`config.mk`:
```
export PLATFORM = sky130hd
export DESIGN_NAME = morph_frame_ctrl
export DESIGN_NICKNAME = d
export VERILOG_FILES = /design/src/rtl/morph_frame_ctrl.sv
export SDC_FILE = /design/constraint.sdc
export NUM_CORES = 1
export LEC_CHECK = 0
export BUFFER_PORTS_ARGS = -buffer_cell sky130_fd_sc_hd__buf_2
export CAP_MARGIN = 20
export CORE_MARGIN = 1.5
export CORE_UTILIZATION = 53
export CTS_BUF_LIST = sky130_fd_sc_hd__clkbuf_8
export DETAILED_ROUTE_END_ITERATION = 16
export HOLD_SLACK_MARGIN = 0.03
export PLACE_DENSITY = 0.87
export SKIP_CTS_REPAIR_TIMING = 1
export SYNTH_ARGS = -nofsm -noshare
export SYNTH_HDL_FRONTEND = slang
export SYNTH_SLANG_ARGS = --single-unit
```
`constraint.sdc`:
```
create_clock -name clk -period 2.18 [get_ports clk]
set_clock_uncertainty 0.15 [all_clocks]
set_input_delay 0.327 -clock clk [delete_from_list [all_inputs] [get_ports clk]]
set_output_delay 0.327 -clock clk [all_outputs]
set_load 0.01 [all_outputs]
```
`src/rtl/morph_frame_ctrl.sv`:
```
// Frame-synchronous mode control for the two-stage binary morphology chain,
// plus per-frame one-pixel / line-count statistics on the processed stream.
module morph_frame_ctrl #(
    parameter int unsigned IMG_H = 480,
    parameter int unsigned CNT_W = 20
) (
    input  logic             clk,
    input  logic             rst_n,
    input  logic             cfg_wr,
    input  logic [2:0]       cfg_mode,
    output logic             cfg_ack,
    output logic             cfg_err,
    input  logic             in_vsync,
    input  logic             in_href,
    input  logic             in_clken,
    input  logic             post_vsync,
    input  logic             post_href,
    input  logic             post_clken,
    input  logic             post_bit,
    output logic             stage_a_en,
    output logic             stage_b_en,
    output logic             stage_a_dil,
    output logic             stage_b_dil,
    output logic [2:0]       active_mode,
    output logic [CNT_W-1:0] stat_ones,
    output logic             stat_line_err,
    output logic             stat_valid,
    output logic [15:0]      frame_cnt
);

    typedef enum logic [1:0] {MonIdle, MonFrame, MonDone} mon_state_e;

    // {a_en, a_dil, b_en, b_dil}; dil bits of a disabled stage stay 0
    function automatic logic [3:0] decode_mode(input logic [2:0] mode);
        case (mode)
            3'd1:    decode_mode = 4'b1000;
            3'd2:    decode_mode = 4'b1100;
            3'd3:    decode_mode = 4'b1011;
            3'd4:    decode_mode = 4'b1110;
            default: decode_mode = 4'b0000;
        endcase
    endfunction

    logic             in_vsync_q;
    logic             post_vsync_q;
    logic             post_href_q;
    logic [2:0]       pend_mode;
    logic             pend_v;
    logic             sof;
    logic             apply;
    logic             mode_ok;
    mon_state_e       mon_state;
    logic [CNT_W-1:0] ones;
    logic [15:0]      lines;

    // The input-side line timing is not needed for frame-level control.
    logic unused_in_timing;
    assign unused_in_timing = ^{in_href, in_clken};

    assign sof     = in_vsync & ~in_vsync_q;
    assign apply   = sof & pend_v & ~post_vsync;
    assign mode_ok = (cfg_mode <= 3'd4);

    always_ff @(posedge clk or negedge rst_n) begin
        if (!rst_n) begin
            in_vsync_q  <= 1'b0;
            pend_mode   <= 3'd0;
            pend_v      <= 1'b0;
            cfg_ack     <= 1'b0;
            cfg_err     <= 1'b0;
            active_mode <= 3'd0;
            stage_a_en  <= 1'b0;
            stage_a_dil <= 1'b0;
            stage_b_en  <= 1'b0;
            stage_b_dil <= 1'b0;
        end else begin
            in_vsync_q <= in_vsync;
            cfg_ack    <= apply;
            if (apply) begin
                active_mode <= pend_mode;
                {stage_a_en, stage_a_dil, stage_b_en, stage_b_dil} <= decode_mode(pend_mode);
                pend_v <= 1'b0;
            end
            // A write in the SOF cycle lands after the apply, so it waits for the next SOF.
            if (cfg_wr) begin
                if (mode_ok) begin
                    pend_mode <= cfg_mode;
                    pend_v    <= 1'b1;
                end else begin
                    cfg_err <= 1'b1;
                end
            end
        end
    end

    always_ff @(posedge clk or negedge rst_n) begin
        if (!rst_n) begin
            mon_state     <= MonIdle;
            // Preset high so a frame already in flight at reset is not seen as a rising edge.
            post_vsync_q  <= 1'b1;
            post_href_q   <= 1'b0;
            ones          <= '0;
            lines         <= 16'd0;
            stat_ones     <= '0;
            stat_line_err <= 1'b0;
            stat_valid    <= 1'b0;
            frame_cnt     <= 16'd0;
        end else begin
            post_vsync_q <= post_vsync;
            post_href_q  <= post_href;
            stat_valid   <= 1'b0;
            case (mon_state)
                MonIdle: begin
                    if (post_vsync && !post_vsync_q) begin
                        ones      <= '0;
                        lines     <= 16'd0;
                        mon_state <= MonFrame;
                    end
                end
                MonFrame: begin
                    if (post_clken && post_href && post_bit && (ones != '1)) begin
                        ones <= ones + CNT_W'(1);
                    end
                    if (post_href_q && !post_href) begin
                        lines <= lines + 16'd1;
                    end
                    if (!post_vsync && post_vsync_q) begin
                        mon_state <= MonDone;
                    end
                end
                MonDone: begin
                    stat_ones     <= ones;
                    stat_line_err <= (lines != 16'(IMG_H));
                    frame_cnt     <= frame_cnt + 16'd1;
                    stat_valid    <= 1'b1;
                    mon_state     <= MonIdle;
                end
                default: mon_state <= MonIdle;
            endcase
        end
    end

endmodule

```
==> results.toml <==
[global_route]
grt_pass1_wl_microns = 14500
grt_overflow = 0
antenna_found_initial = 0
grt_max_degree = 40
grt_pass1_vias = 3267
track_usage = 0.215

[min_path]
hold_path_depth = 2
hp-class = "input pin to flip-flop"
hold_start = "cfg_wr"
whs_endpoint = "pend_mode[0]"

[die]
die_h_microns = 92.1
die-area_sq_um = 8480
coreArea_sq_um = 7690
io-pin-count = 60
num_rows = 32
die_w_microns = 92.1
floorplan.initialDensity = 0.547

[setup_path]
rr_worst_depth = 5
crit_path_start_kind = "flip-flop"
r2r_setup_slack_ps = 30
rr_endpoint = "ones[0]"
path_cells = "or4b_4, and2_4, a32o_2, buf_4, mux2_2"
required_ps = 2290
crit_arrival_ps = 2260
end_kind = "flip-flop"
crit_fanout = 9
slowest_delay_ps = 540
worstSetupPathType = "flip-flop to flip-flop"
crit_start = "mon_state[0]"
critPathSlowestCell = "or4b_4"
reg2reg_from = "mon_state[0]"

[place]
place_area_sq_um = 4710
dp_hpwl_microns = 6090
dp_cells = 593
place.gp.congestion = 0.886
port-buffer-count = 57

[cells_and_area]
area_delta_synth_final_pct = 19.7
final_nets = 530
layoutNonFillerInstCount = 620
n_antenna_cell = 0
fin_area_sq_um = 5030
drive_gt1_frac = 0.226

[job]
max_cap_viol_count = 0

[timing]
fin_hold_ws_ps = 56.5
period_needed_ps = 2150
hold_viol = 0
slew_violations = 0
final.period_utilization = 0.985
setup_violations = 0
fmax_ghz = 0.466
relSlewSlack = 0.534
tightest_slew_ps = 699

[clocking]
clkSlewWorstSetupHoldPaths_ps = 90
cts_tree = "yes"
cts-root-buf = "clkbuf_8"
clock_path_buffers = 2
cts_buffers = 9
numClockSinks = 92
clock_latency_ps = 370
h-tree-depth = 3

[power_and_ir_drop]
vdd_ir_drop_max_mv = 0.423
p_leak_uw = 0.00253
pwr-share-comb = 0.148
powerDensity_nw_per_um2 = 753
sw_frac_of_total = 0.279
p_seq_frac = 0.516
power.switching_uw = 1060
clkPwrFrac = 0.336
p_int_uw = 2730
p_total_uw = 3790

[logic_synthesis]
yosys.cell_count.top_type = "nand2_1"
synth.avg_cell_area_sq_um = 9.82
syn_area_sq_um = 4200
yosys.area.top_type = "dfrtp_1"
synth.net_count = 445
netlist_top_cells_area = "dfrtp_1, nand2_1, xnor2_1"
synth-seq-cells = 92
async_reset_ff_frac = 1.00
synth-seq-area-share = 0.548
synth_edf_count = 0
synthCells = 428
yosysWarnings = 0
synth_top_area_frac = 0.542
synth.distinct_cells = 51
synth_flop_cell = "dfrtp_1"
synthTopCellsByCount = "nand2_1, dfrtp_1, nor2_1"

[outcome]
status = "complete, no violations"

[detailed_routing]
drc = 0
firstDrtPassIters = 4
vias = 3406
drtIter0Drc = 246
drtAntennaViolNets = 0
wl_per_cell_microns = 14.2
via_per_inst = 5.49
wl_microns = 8790
[worst max path at each step]
stage / to / slack [ps] / cells after the start
after floorplan: ones[7] / 110 / 7
after global placement: lines[11] / 70 / 6
after detailed placement: lines[7] / 10 / 6
after CTS: lines[7] / 50 / 5
after global routing: ones[18] / -20 / 7
final: ones[0] / 30 / 5
[cells in the final DEF (no fill, tap or decap), drive strengths merged, types with 2 or more instances in the layout]
master         n
a2111oi        2
a21o           2
a21oi         12
a31oi         13
a32o           2
and2           3
and3           7
and4           5
buf           84
bufinv         2
clkbuf         9
clkinv         2
dfrtp         91
dlygate4sd3    4
ha             4
inv           13
nand2        103
nand2b         2
nand3         19
nand3b         4
nand4         12
nor2          31
nor3           3
nor4           4
nor4b          2
o21ai         34
o21bai         2
xnor2         15
xor2          15
[routing by layer]
metal,GRT usage,up-vias,share of wire
li1,-,1648,-
met2,0.356,84,0.50
met1,0.276,1663,0.44
met5,0,-,0
met4,0.0936,0,0.015
met3,0.0406,11,0.045
[kinds of logic (layout without fill, tap and decap cells)]
logic type / count (synthesis) / count (layout) / share of synthesized area
multiplexers: 1 / 1 / 0.00268
adder cells (fa/ha/maj): 4 / 4 / 0.0119
flip-flops: 92 / 92 / 0.548
AO/OA/AOI/OAI: 74 / 74 / 0.116
XOR/XNOR: 30 / 30 / 0.0625
AND/OR/NAND/NOR: 202 / 202 / 0.230
buffers and inverters: 25 / 115 / 0.0283
[power by group through the flow]
stage	logic (uW)	registers, uW	clock network, uW
2_1_floorplan	270	2020	0
3_3_place_gp	530	1980	0
3_5_place_dp	546	1990	0
4_1_cts	549	1960	1290
5_1_grt	631	1980	1360
6_report	562	1960	1270
[flip-flops by register name, indices dropped and copies added, names as in the netlist, 2 cells and up]
signal	cells
pend_mode	3
frame_cnt	16
active_mode	3
ones	20
mon_state	2
lines	16
stat_ones	20
[area by class of cell]
| class | instances | area (sq um) |
|---|---|---|
| Sequential cell | 92 | 2310 |
| Clock buffer | 9 | 124 |
| Inverter | 11 | 41.3 |
| Clock inverter | 7 | 98.8 |
| Multi-Input combinational cell | 311 | 1790 |
| Tap cell | 102 | 128 |
| Timing Repair Buffer | 88 | 543 |
| Fill cell | 621 | 2650 |
[worst max-delay path, delay by kind of cell (launching register included)]
kind / cells / cell delay, ps
AOI/OAI and AO/OA: 1 / 290
buffers and inverters: 1 / 180
DFF: 1 / 450
muxes: 1 / 260
and+or+nand+nor: 2 / 700
[per-stage QoR]
| step | setup slack [ps] | utilization | TNS (ps) |
|---|---|---|---|
| finish | 33.1 | 0.655 | 0 |
| global route | -21.5 | 0.655 | -53.1 |
| CTS | 51.4 | 0.642 | 0 |
| detailed placement | 14.9 | 0.613 | 0 |
| global placement | 70.1 | 0.613 | 0 |
| floorplan | 112 | - | 0 |
(Power assumes the default switching activity.)
